**src/rtl/dbg_pc_trace_pkg.sv**
```systemverilog
// rtl/dbg_pc_trace_pkg.sv - shared types, widths and field slices for the PC trace buffer
package dbg_pc_trace_pkg;

  typedef enum logic [1:0] {
    ST_IDLE   = 2'd0,
    ST_ARMED  = 2'd1,
    ST_POST   = 2'd2,
    ST_FROZEN = 2'd3
  } trc_state_e;

  localparam int PC_W    = 18;
  localparam int STAMP_W = 18;
  localparam int DATA_W  = STAMP_W + PC_W;

  // rdDATA[0:17] (stamp) lives in the upper half, rdDATA[18:35] (PC) in the lower half
  localparam int PC_LSB    = 0;
  localparam int STAMP_LSB = PC_W;

  localparam logic [STAMP_W-1:0] STAMP_MAX = 18'o777777;

  function automatic int trc_depth(input int addr_w);
    return 1 << addr_w;
  endfunction

endpackage

```
**src/rtl/dbg_pc_trace_if.sv**
```systemverilog
// rtl/dbg_pc_trace_if.sv - console read bus and trace status between console and trace buffer
interface dbg_pc_trace_if #(
  parameter int ADDR_W = 4
);
  import dbg_pc_trace_pkg::*;

  logic              rdREQ;
  logic              rdACK;
  logic [DATA_W-1:0] rdDATA;
  logic [ADDR_W:0]   trcCOUNT;
  logic [1:0]        trcSTATE;

  modport master (output rdREQ, input rdACK, rdDATA, trcCOUNT, trcSTATE);
  modport slave  (input rdREQ, output rdACK, rdDATA, trcCOUNT, trcSTATE);

endinterface

```
**src/rtl/dbg_trace_ram.sv**
```systemverilog
// rtl/dbg_trace_ram.sv - DEPTH x DATA_W history RAM, synchronous write, asynchronous read
module dbg_trace_ram #(
  parameter int ADDR_W = 4,
  parameter int DATA_W = 36
) (
  input  logic              clk,
  input  logic              we,
  input  logic [ADDR_W-1:0] waddr,
  input  logic [DATA_W-1:0] wdata,
  input  logic [ADDR_W-1:0] raddr,
  output logic [DATA_W-1:0] rdata
);

  logic [DATA_W-1:0] mem_q [2**ADDR_W];

  always_ff @(posedge clk) begin
    if (we) mem_q[waddr] <= wdata;
  end

  assign rdata = mem_q[raddr];

endmodule

```
**src/rtl/dbg_pc_trace.sv**
```systemverilog
// rtl/dbg_pc_trace.sv - PC history trace buffer with breakpoint trigger and post-trigger fill
// Optional DBG_TRACE_STAMP_EN stores an 18-bit saturating clken-cycle stamp with each PC.
module dbg_pc_trace
  import dbg_pc_trace_pkg::*;
#(
  parameter int ADDR_W   = 4,
  parameter int POST_CNT = 4
) (
  input  logic            clk,
  input  logic            rst,
  input  logic            clken,
  input  logic            loadIR,
  input  logic [PC_W-1:0] pcIN,
  input  logic            cpuHALT,
  input  logic            trcARM,
  input  logic            trcCLR,
  input  logic            brkEN,
  input  logic [PC_W-1:0] brkADDR,
  dbg_pc_trace_if.slave   con
);

  localparam int DEPTH = trc_depth(ADDR_W);
  localparam logic [ADDR_W:0]   FULL_CNT = (ADDR_W+1)'(DEPTH);
  localparam logic [ADDR_W-1:0] POST_INI = ADDR_W'(POST_CNT);

  trc_state_e        state_q, state_d;
  logic [ADDR_W-1:0] wp_q, wp_d, rp_q, rp_d, post_q, post_d;
  logic [ADDR_W:0]   count_q, count_d;
  logic              rdack_q, rdack_d;
  logic [DATA_W-1:0] rddata_q, rddata_d;
  logic [DATA_W-1:0] ram_wdata, ram_rdata;
  logic              ram_we;
  logic              halt, cap, hit;
  logic [STAMP_W-1:0] stamp;

`ifdef DBG_TRACE_STAMP_EN
  logic [STAMP_W-1:0] stamp_q, stamp_d;

  always_comb begin
    stamp_d = stamp_q;
    if (trcCLR || trcARM)                    stamp_d = '0;
    else if (clken && stamp_q != STAMP_MAX)  stamp_d = stamp_q + 1'b1;
  end

  always_ff @(posedge clk or negedge rst) begin
    if (!rst) stamp_q <= '0;
    else      stamp_q <= stamp_d;
  end

  assign stamp = stamp_q;
`else
  assign stamp = '0;
`endif

  assign halt      = clken & cpuHALT;
  assign cap       = clken & loadIR & (state_q == ST_ARMED || state_q == ST_POST);
  assign hit       = brkEN & (pcIN == brkADDR);
  assign ram_wdata = {stamp, pcIN};

  always_comb begin
    state_d  = state_q;
    wp_d     = wp_q;
    rp_d     = rp_q;
    count_d  = count_q;
    post_d   = post_q;
    rdack_d  = 1'b0;
    rddata_d = rddata_q;
    ram_we   = 1'b0;

    if (trcCLR || trcARM) begin
      state_d = trcCLR ? ST_IDLE : ST_ARMED;
      wp_d    = '0;
      rp_d    = '0;
      count_d = '0;
      post_d  = '0;
    end else begin
      unique case (state_q)
        ST_ARMED: begin
          if (halt) begin
            state_d = ST_FROZEN;
          end else if (cap) begin
            ram_we = 1'b1;
            if (hit) begin
              if (POST_CNT == 0) state_d = ST_FROZEN;
              else begin
                state_d = ST_POST;
                post_d  = POST_INI;
              end
            end
          end
        end
        ST_POST: begin
          // A match here is deliberately ignored: one trigger per arm
          if (cap) begin
            ram_we = 1'b1;
            post_d = post_q - 1'b1;
            if (post_q == ADDR_W'(1)) state_d = ST_FROZEN;
          end
          if (halt) state_d = ST_FROZEN;
        end
        default: begin
          if (con.rdREQ) begin
            rdack_d = 1'b1;
            if (count_q != '0) begin
              rddata_d = ram_rdata;
              rp_d     = rp_q + 1'b1;
              count_d  = count_q - 1'b1;
            end else begin
              rddata_d = '0;
            end
          end
        end
      endcase

      // Full buffer: the write lands on the oldest entry, so the read pointer steps past it
      if (ram_we) begin
        wp_d = wp_q + 1'b1;
        if (count_q == FULL_CNT) rp_d = rp_q + 1'b1;
        else                     count_d = count_q + 1'b1;
      end
    end
  end

  always_ff @(posedge clk or negedge rst) begin
    if (!rst) begin
      state_q  <= ST_IDLE;
      wp_q     <= '0;
      rp_q     <= '0;
      count_q  <= '0;
      post_q   <= '0;
      rdack_q  <= 1'b0;
      rddata_q <= '0;
    end else begin
      state_q  <= state_d;
      wp_q     <= wp_d;
      rp_q     <= rp_d;
      count_q  <= count_d;
      post_q   <= post_d;
      rdack_q  <= rdack_d;
      rddata_q <= rddata_d;
    end
  end

  dbg_trace_ram #(.ADDR_W(ADDR_W), .DATA_W(DATA_W)) u_ram (
    .clk   (clk),
    .we    (ram_we),
    .waddr (wp_q),
    .wdata (ram_wdata),
    .raddr (rp_q),
    .rdata (ram_rdata)
  );

  assign con.rdACK    = rdack_q;
  assign con.rdDATA   = rddata_q;
  assign con.trcCOUNT = count_q;
  assign con.trcSTATE = state_q;

endmodule

```
**src/flat_wrapper.sv**
```systemverilog
// flat-port wrapper written by rule: the top's interface ports become plain ports
module dbg_pc_trace_flat import dbg_pc_trace_pkg::*;
#(
  parameter int ADDR_W   = 4,
  parameter int POST_CNT = 4
)
  (clk, rst, clken, loadIR, pcIN, cpuHALT, trcARM, trcCLR, brkEN, brkADDR, con_rdREQ, con_rdACK, con_rdDATA, con_trcCOUNT, con_trcSTATE);
  dbg_pc_trace_if #(.ADDR_W(ADDR_W)) con_i ();
  input  logic clk;
  input  logic rst;
  input  logic clken;
  input  logic loadIR;
  input  logic [PC_W-1:0] pcIN;
  input  logic cpuHALT;
  input  logic trcARM;
  input  logic trcCLR;
  input  logic brkEN;
  input  logic [PC_W-1:0] brkADDR;
  input wire logic [$bits(con_i.rdREQ)-1:0] con_rdREQ;
  output wire logic [$bits(con_i.rdACK)-1:0] con_rdACK;
  output wire logic [$bits(con_i.rdDATA)-1:0] con_rdDATA;
  output wire logic [$bits(con_i.trcCOUNT)-1:0] con_trcCOUNT;
  output wire logic [$bits(con_i.trcSTATE)-1:0] con_trcSTATE;
  assign con_i.rdREQ = con_rdREQ;
  assign con_rdACK = con_i.rdACK;
  assign con_rdDATA = con_i.rdDATA;
  assign con_trcCOUNT = con_i.trcCOUNT;
  assign con_trcSTATE = con_i.trcSTATE;
  dbg_pc_trace #(.ADDR_W(ADDR_W), .POST_CNT(POST_CNT)) u_core (.clk(clk), .rst(rst), .clken(clken), .loadIR(loadIR), .pcIN(pcIN), .cpuHALT(cpuHALT), .trcARM(trcARM), .trcCLR(trcCLR), .brkEN(brkEN), .brkADDR(brkADDR), .con(con_i));
endmodule
```
**config.mk**
```make
export PLATFORM = sky130hd
export DESIGN_NAME = dbg_pc_trace_flat
export DESIGN_NICKNAME = d
export VERILOG_FILES = /design/src/rtl/dbg_pc_trace_pkg.sv /design/src/rtl/dbg_pc_trace_if.sv /design/src/rtl/dbg_trace_ram.sv /design/src/rtl/dbg_pc_trace.sv /design/src/flat_wrapper.sv
export SDC_FILE = /design/constraint.sdc
export NUM_CORES = 1
export LEC_CHECK = 0
export ABC_CLOCK_PERIOD_IN_PS = 3500
export CAP_MARGIN = 10
export CORE_MARGIN = 5
export CORE_UTILIZATION = 55
export CTS_BUF_LIST = sky130_fd_sc_hd__clkbuf_4 sky130_fd_sc_hd__clkbuf_8
export DETAILED_ROUTE_END_ITERATION = 8
export PLACE_DENSITY = 0.86
export SLEW_MARGIN = 0
export SYNTH_ARGS = -nofsm -noshare
export SYNTH_HDL_FRONTEND = slang
export SYNTH_SLANG_ARGS = --single-unit
```
**constraint.sdc**
```tcl
create_clock -name clk -period 3.5 [get_ports clk]
set_input_delay 0.7 -clock clk [delete_from_list [all_inputs] [get_ports clk]]
set_output_delay 0.7 -clock clk [all_outputs]
set_load 0.05 [all_outputs]
```
---- Yosys cells after proc, flatten, opt, wreduce, memory -nomap -nowiden ----
Memories as Yosys holds them, arrays and structs flattened.
Index checks and enable logic that the tools add are counted.
storage, ports and cells
  flip-flop bits (word level) ............. 56
  memories kept ........................... 1
  output and inout bits ................... 44
  logic and storage cells ................. 81
  RAM bits ................................ 288
  input port bits ......................... 45
memory list
  name                depth  bits a word  rd ports  clocked after Yosys merged registers in  wr ports  line                 RTL
  u_core.u_ram.mem_q  16     18           1         0                                        1         dbg_trace_ram.sv:14  logic [DATA_W-1:0] mem_q [2**ADDR_W];
operators by class
  mux-type cells .......................... 40
  add/subtract/negate cells ............... 5
  reduce and logical (&&, ||, !) cells .... 9
  bitwise gates (word level) .............. 6
  equal/unequal tests ..................... 13
operators with widths
  operator                                                                  count
  4-bit 2-to-1 mux                                                          13
  36-bit 2-to-1 mux                                                         1
  5-bit 2-to-1 mux                                                          6
  18-bit == test                                                            1
  2-bit 2-to-1 mux                                                          7
  4-bit by 2-bit inequality test with 1-bit output (second input constant)  3
  1-bit 2-to-1 mux                                                          10
  5-bit AND reduction                                                       2
  3-bit by 2-bit inequality test with 1-bit output (second input constant)  3
  4-bit by 1-bit adder with 4-bit output (second input constant)            2
  4-bit one-hot mux with 2 select lines                                     1
  5-bit by 1-bit adder with 5-bit output (second input constant)            1
  5-bit == test (second input constant)                                     1
  5-bit nonzero test                                                        1
  5-bit by 1-bit subtractor with 5-bit output (second input constant)       1
  1-bit bitwise AND                                                         4
  4-bit by 1-bit == test with 1-bit output (second input constant)          1
  4-bit by 3-bit inequality test with 1-bit output (second input constant)  1
  2-bit one-hot mux with 2 select lines                                     1
  4-bit by 1-bit subtractor with 4-bit output (second input constant)       1
  3-bit inequality test (second input constant)                             1
  3-bit AND reduction                                                       1
  3-bit nonzero test                                                        1
  2-bit by 1-bit == test with 1-bit output (second input constant)          1
  other kinds (6)                                                           8

---- Longest topological paths before layout ----
  depth after elaboration ................. 10
  gate-level depth with buffers ........... 9
  gate-level depth less buffers ........... 8

---- Hierarchy ----
From an unflattened synthesis, not the netlist that was laid out.
second synthesis, totals
  cell total of the unflattened synthesis .. 1156
  area total of the unflattened synthesis .. 24377.1 um^2
modules (own cells, without submodules)
  module         area an instance (um^2)  cells an instance  instances  seq. area each (um^2)
  dbg_trace_ram  21598.2                  902                1          17296.6
  dbg_pc_trace   2778.9                   254                1          1401.3

---- Worst setup path before layout ----
Ideal clock, no wire load.
  path type ............................... reg-to-reg
  start point ............................. register u_core.state_q[0], in the netlist u_core.con.trcSTATE[0]
  end point ............................... memory u_core.u_ram.mem_q[15][0] in the netlist's numbering (enable)
  required time ........................... 3.124 ns
  arrival ................................. 2.408 ns
  buffers on the path ..................... 1
  cell stages (with the launch flop) ...... 9
  path slack .............................. 0.716 ns
  setup time .............................. 0.376 ns
  clock period less this slack ............ 2.784 ns
  cell sequence ........................... dfrtp_1 -> inv_1 -> ha_1 -> nand3b_1 -> nor2_1 -> clkbuf_1 -> nand3_1 -> nor2_1 -> and2_1
between the ends
  word-level cells in the longest chain between the ends .. 10
  elaborated cells between the ends (all ways) .. 11
  those cells by class .................... 2 x eq/ne; 7 x mux; 1 x bitwise; 1 x reduce/logical
RTL lines
  what                                                                              line                                    RTL
  from (decl)                                                                       dbg_pc_trace.sv:26                      trc_state_e state_q, state_d;
  from (signal assigned)                                                            dbg_pc_trace.sv:134                     state_q <= state_d;
  2-bit by 1-bit == test with 1-bit output / 2-bit == test (equally long branches)  dbg_pc_trace.sv:56, dbg_pc_trace.sv:77
  1-bit logical OR                                                                  dbg_pc_trace.sv:56                      assign cap = clken & loadIR & (state_q == ST_ARMED || state_q == ST_POST);
  1-bit bitwise AND                                                                 dbg_pc_trace.sv:56
  1-bit 2-to-1 mux                                                                  dbg_pc_trace.sv:81, dbg_pc_trace.sv:94
  1-bit 2-to-1 mux                                                                  dbg_pc_trace.sv:79                      if (halt) begin
  1-bit one-hot mux with 2 select lines (*)                                         dbg_pc_trace.sv:77                      unique case (state_q)
  1-bit 2-to-1 mux (*) (2 in a row)                                                 dbg_pc_trace.sv:70                      if (trcCLR || trcARM) begin
  1-bit 2-to-1 mux (*)                                                              dbg_trace_ram.sv:17                     if (we) mem_q[waddr] <= wdata;
  1-bit 2-to-1 mux (not written as such) (*)                                        dbg_trace_ram.sv:17
  to (decl)                                                                         dbg_trace_ram.sv:14
Every way passes the cells marked *; elsewhere a longest branch is shown, timed or not. The select of a mux whose other input is x is not followed.

---- Final worst setup path ----
  start point ............................. register u_core.count_q[4], in the netlist u_core.con.trcCOUNT[4]
  end point ............................... output port con_trcCOUNT[4]
RTL lines
  what                    line                 RTL
  from (decl)             dbg_pc_trace.sv:28   logic [ADDR_W:0] count_q, count_d;
  from (signal assigned)  dbg_pc_trace.sv:137  count_q <= count_d;
  to (decl)               flat_wrapper.sv:22   output wire logic [$bits(con_i.trcCOUNT)-1:0] con_trcCOUNT;
No word-level cell between the ends.

==> impl_metrics.yaml <==
logic_synthesis:
  synth_xor_area_share_pct: 1.65
  synth_seq_area_share_pct: 72.4
  synth_top_cell_area_share_pct: 65.3
  synth-simple-area-share_pct: 4.35
  muxShareOfSynthArea_pct: 15.4
  yosysUniqueCellTypes: 40
  syn-cell-area_mm2: 0.0133
  synthAdderAreaFrac_pct: 1.04
  synth_top_cell_by_area: "edfxtp_1"
  syn_inst: 688
  synthArstFlopShare_pct: 11.7
  synth_top_family_by_area: "multiplexers"
  ys.flop_type: "edfxtp_1"
  synth-compound-area-share_pct: 1.99
  synth-seq-cells: 326
  ys_warn_count: 0
  synth_area_leaders: "edfxtp_1 65%, mux4_2 15%, dfrtp_1 7.2%, xnor2_1 1.5%, nand2_1 1.0%"
  synth_area_per_cell_um2: 19.3
  synth_edf_count: 288
timing:
  finalCritPeriodShare_pct: 77.5
  fmax_mhz: 369
  period_minus_slack_ns: 2.71
  hold_viol_final: 0
  finalSetupViolations: 0
  skew_ns: 0.0259
  worstMarginPinSlew_ns: 1.18
  relSlewSlack_pct: 21.6
  fin_setup_tns_ns: 0
  slew_violations: 0
  rsz0062_at_grt: "no"
die:
  initial_core_util_pct: 56.1
  dieArea_mm2: 0.0273
  io_pins: 89
  rows: 56
  die_y_um: 165
  die_x_um: 165
  core_area_mm2: 0.0236
critical_path:
  critPathMaxFanout: 12
  cp_slowest_cell: "clkdlybuf4s50_1"
  cpPeakStageDelay_ns: 0.89
  critPathArrivalTime_ns: 2.01
  endpoint_kind: "primary output"
  cp-start-kind: "flip-flop"
  criticalPathCategory: "reg2out"
  crit_family: "buffers and inverters"
  worstPathCellList: "clkdlybuf4s50_1"
  critPathBufInv: 1
  crit_required_ns: 2.80
grt:
  overflow: 0
  grt_pass1_wl_um: 43200
  antenna_found_initial: 0
  grt_pass1_vias: 7096
  grt_usage_pct: 21.7
  grt_start_max_net_pins: 76
drt:
  first_pass_iters: 6
  finalWirelength_um: 28500
  wl_per_cell_um: 23.9
  vias: 6878
  drt-initial-drc-count: 666
  via_per_inst: 5.77
  drtAntennaViolNets: 0
  drc_errors: 0
clocking:
  cts.sink_count: 326
  cts_root_buffer: "clkbuf_8"
  clock_path_buffers: 3
  cts_tree: "built"
  cts.clk_slew.worst_paths_ns: 0.06
  cts_buffers: 51
  cts_max_level: 2
  hold_buffers: 0
  ctsResizeCount: 0
  post-cts-setup-buffers: 0
  clkLatencyLatePin_ns: 0.57
cells_and_area:
  final_cell_area_mm2: 0.0156
  diodes: 0
  area_growth_pct: 17.4
  drive_gt1_share_pct: 26.7
  finish.net_count: 887
place:
  hpwl_um: 18000
  dpl_cell_area_mm2: 0.0145
  place_congestion: 0.790
  portBuffers: 70
pwr:
  p_leak_nw: 5.18
  powerDensity_mw_per_mm2: 495
  total_power_mw: 7.70
  irDropWorstVdd_uv: 311
job:
  drv_cap: 0
min_path:
  hold_path_class: "in2async"
run_status:
  status: "finished, final reports clean"
where the power goes:
| part | total (mW) | leakage [nW] | internal (mW) | switching (mW) |
|---|---|---|---|---|
| Combinational | 0.305 | 1.52 | 0.106 | 0.199 |
| Sequential | 4.25 | 3.11 | 4.24 | 0.00768 |
| Clock | 3.14 | 0.553 | 1.73 | 1.41 |
per-stage QoR:
stage               hold WS, ns  utilization [%]  worst slack, ns  std cells
floorplan                 0.404                -            0.716        705
global placement          0.467             61.5            0.346       1097
detailed placement        0.474             61.5            0.294       1097
CTS                       0.328             65.9            0.769       1193
global route              0.364             65.9            0.689       1193
finish                    0.309             65.9            0.788       1193
area by class of cell:
cell class / count / area [um^2]
flip-flops and latches: 326 / 9600
fillers: 1558 / 8050
multi-input cells: 304 / 3320
repair buffers: 120 / 1110
clock buffers: 78 / 948
well taps: 319 / 399
inverters: 28 / 105
clock inverters: 18 / 83.8
logic make-up after synthesis:
family	count (synthesis)
buffers and inverters	75
adder cells (fa/ha/maj)	11
other	1
AO/OA/AOI/OAI	47
flip-flops	326
XOR/XNOR	25
multiplexers	92
AND/OR/NAND/NOR	111
routing by layer:
metal | part of all wire, % | track usage (%) | up-vias
met2 | 51 | 36.6 | 304
met1 | 40 | 29.8 | 3537
met5 | 0 | 0 | -
li1 | - | - | 2991
met4 | 2.1 | 5.71 | 0
met3 | 6.9 | 3.95 | 46
worst paths after layout:
check	cells after the start	to	slack (ns)	start
min	1	u_core.con.trcCOUNT[3]	0.31	rst
max	1	con_trcCOUNT[4]	0.79	u_core.con.trcCOUNT[4]
max reg2reg	7	u_core.u_ram.mem_q[1][0]	0.83	u_core.con.trcSTATE[0]
max in group asynchronous	1	u_core.rp_q[0]	2.48	rst
min reg2reg	2	u_core.con.rdDATA[17]	0.48	u_core.con.rdDATA[17]
min in group clk	2	u_core.con.rdDATA[17]	0.48	u_core.con.rdDATA[17]
flip-flops by register name, summed over array words and instances (netlist names):
| register | flops |
|---|---|
| u_core.u_ram.mem_q | 288 |
| u_core.con.rdDATA | 18 |
| u_core.con.trcCOUNT | 5 |
| u_core.post_q | 4 |
| u_core.rp_q | 4 |
| u_core.wp_q | 4 |
| u_core.con.trcSTATE | 2 |
| u_core.con.rdACK | 1 |
synth_stat cells (7+ instances only):
| master | count |
|---|---|
| clkbuf_1 | 11 |
| mux4_2 | 90 |
| nand4_1 | 8 |
| a21oi_1 | 11 |
| o21ai_1 | 20 |
| nand2_1 | 37 |
| dfrtp_1 | 38 |
| ha_1 | 11 |
| nor2_1 | 18 |
| buf_1 | 7 |
| edfxtp_1 | 288 |
| inv_1 | 28 |
| xnor2_1 | 22 |
| buf_6 | 7 |
| buf_4 | 18 |
| and2_1 | 17 |
worst reg2reg max path, stage by stage (launching register included):
cell and delay [ns]:
dfrtp_1 0.40, inv_1 0.06, ha_1 0.33, and3b_1 0.32, o21ai_1 0.22, nor4_1 0.50, and2_1 0.21, buf_4 0.30
cell usage in the layout (no fill, tap or decap), drive strengths merged, types with 3 or more instances in the layout:
cell,n
nand4,8
nand3b,4
nor2,18
a21oi,11
mux4,90
o21ai,23
or3b,3
clkinv,16
nor4,3
edfxtp,288
dfrtp,38
clkbuf,78
clkdlybuf4s50,69
buf,51
nor3,4
xor2,3
and2,17
inv,29
xnor2,22
nand3,6
a211oi,5
ha,11
nand2,37
conb,18
Note: power is estimated with default switching activity, not from simulation.
==> RTL edit: new RTL, config.mk and constraints unchanged <==
`wp_q`, `rp_q` and `rddata_q` no longer have a reset.
--- a/src/rtl/dbg_pc_trace.sv
+++ b/src/rtl/dbg_pc_trace.sv
@@ -124,21 +124,21 @@
   always_ff @(posedge clk or negedge rst) begin
     if (!rst) begin
       state_q  <= ST_IDLE;
-      wp_q     <= '0;
-      rp_q     <= '0;
       count_q  <= '0;
       post_q   <= '0;
       rdack_q  <= 1'b0;
-      rddata_q <= '0;
     end else begin
       state_q  <= state_d;
-      wp_q     <= wp_d;
-      rp_q     <= rp_d;
       count_q  <= count_d;
       post_q   <= post_d;
       rdack_q  <= rdack_d;
-      rddata_q <= rddata_d;
     end
+  end
+
+  always_ff @(posedge clk) begin
+    wp_q     <= wp_d;
+    rp_q     <= rp_d;
+    rddata_q <= rddata_d;
   end
 
   dbg_trace_ram #(.ADDR_W(ADDR_W), .DATA_W(DATA_W)) u_ram (
Check against the original RTL: not equivalent (a bounded check fails within 10 cycles, from zero or initial values and one cycle with rst low; the reset may be asserted at any time).
==> RTL edit against the original RTL <==
  * Power grew 0.38%
  * Synthesized area shrank 0.51%
  * Cell count shrank 3.6%
  * Worst setup slack lost 0.20 ns
  * Design area shrank 0.47%
  * Hold slack gained 0.22 ns
  * Sequential cell count is the same
  * Routed wire length grew 7.2%
  * Largest cell class unchanged
==> RTL edit: results (changes against the original RTL) <==
Parameter                              Value

Status
  Status ... completed

Global routing
  Global-route usage over all layers ... 23.4% (+1.7 points)
  Largest net degree at the start of global routing ... 40 (-47%)
  Via count of the first global-routing pass ... 7395 (+4.2%)

Final layout
  Nets ... 850 (-4.2%)
  Layout filler cell count ... 1460 (-6.3%)
  Share of post-route cells with drive strength above 1 ... 28.8% (+2.1 points)

Timing
  Slew at the pin closest to its max-slew limit ... 0.804 ns (-0.372 ns)
  Worst-case clock skew ... 0.0187 ns (-0.00718 ns)

Power
  Share of total power in the clock network ... 39.4% (-1.4 points)
  Overall power of the completed layout ... 7.73 mW (+0.38%)
  Internal power consumption ... 6.05 mW (-0.51%)
  Leak Pwr ... 4.96 nW (-4.4%)

Synth
  Register area share after synthesis ... 73.2% (+0.75 points)
  Most frequent cells after synthesis ... sky130_fd_sc_hd__edfxtp_1 (306), sky130_fd_sc_hd__mux4_2 (90), sky130_fd_sc_hd__nor2_1 (31)
  Count of flip-flops with a built-in enable after synthesis ... 306 (+6.3%)
  Fraction of the mapped netlist area in adder cells ... 1.04% (+0.0053 points)
  Top post-synthesis cells by area ... sky130_fd_sc_hd__edfxtp_1 (70%), sky130_fd_sc_hd__mux4_2 (15%), sky130_fd_sc_hd__dfrtp_1 (2.3%)
  Asr flop ratio synth ... 3.68% (-8.0 points)
  Synthesized-area fraction occupied by ao, oa, aoi and oai cells ... 1.83% (-0.16 points)
  Syn Inst Count ... 656 (-4.7%)
  Count of cell types in the netlist ... 49 (+23%)
  Multiplexer fraction of the synthesized cell area ... 15.7% (+0.24 points)

Placement
  Pre-CTS setup slack ... 0.191 ns (-0.103 ns)
  DP Wirelength ... 19100 µm (+5.9%)

Clock network
  CTS Buf Count ... 50 (-2.0%)

Drt
  Wire length on met1 ... 11100 µm (-1.8%)
  Vias/cell ... 6.19 (+7.3%)

Setup path
  Largest stage delay on the critical path ... 0.74 ns (-0.15 ns)
  Critical Path Fanout Max ... 17 (+5)
RTL edit: cell count changes in the layout (fill, tap and decap cells not counted), moves of 13 or more:
cell                       before  now
sky130_fd_sc_hd__dfrtp_1       36   12
sky130_fd_sc_hd__edfxtp_1     288  306
sky130_fd_sc_hd__inv_1         28   10
sky130_fd_sc_hd__nand2_1       37   12
sky130_fd_sc_hd__nor2_2         0   13
sky130_fd_sc_hd__o21ai_1       19    0
RTL edit: final timing paths:
check	start	slack [ns]	to	depth (start not counted)
worst max-delay path	pcIN[2]	0.59	u_core.post_q[1]$_DFFE_PN0P_	6
worst min-delay path	rst	0.53	u_core.con.trcCOUNT[0]$_DFF_PN0_	1
worst max register to register	u_core.con.trcSTATE[1]$_DFFE_PN0P_	0.73	u_core.u_ram.mem_q[11][1]$_DFFE_PP_	8
worst min register to register	u_core.rp_q[2]$_SDFF_PN0_	0.58	u_core.rp_q[2]$_SDFF_PN0_	2
max in group asynchronous	rst	2.56	u_core.post_q[3]$_DFFE_PN0P_	1
min in group clk	u_core.rp_q[2]$_SDFF_PN0_	0.58	u_core.rp_q[2]$_SDFF_PN0_	2
RTL edit: layer usage:
layer | GRT usage (%) | up-vias
met4 | 7.56 | 0
met3 | 5.02 | 77
met5 | 0 | -
li1 | - | 2913
met2 | 38.0 | 524
met1 | 32.2 | 3599
RTL edit: area by class of cell:
type                            count  area, µm²  share of cell area, %
Clock inverter                     22        128                  0.824
Tap cell                          319        399                   2.58
Timing Repair Buffer              117       1090                   7.04
Clock buffer                       67        847                   5.47
Inverter                           10       37.5                  0.242
Sequential cell                   326       9650                   62.3
Multi-Input combinational cell    289       3330                   21.5
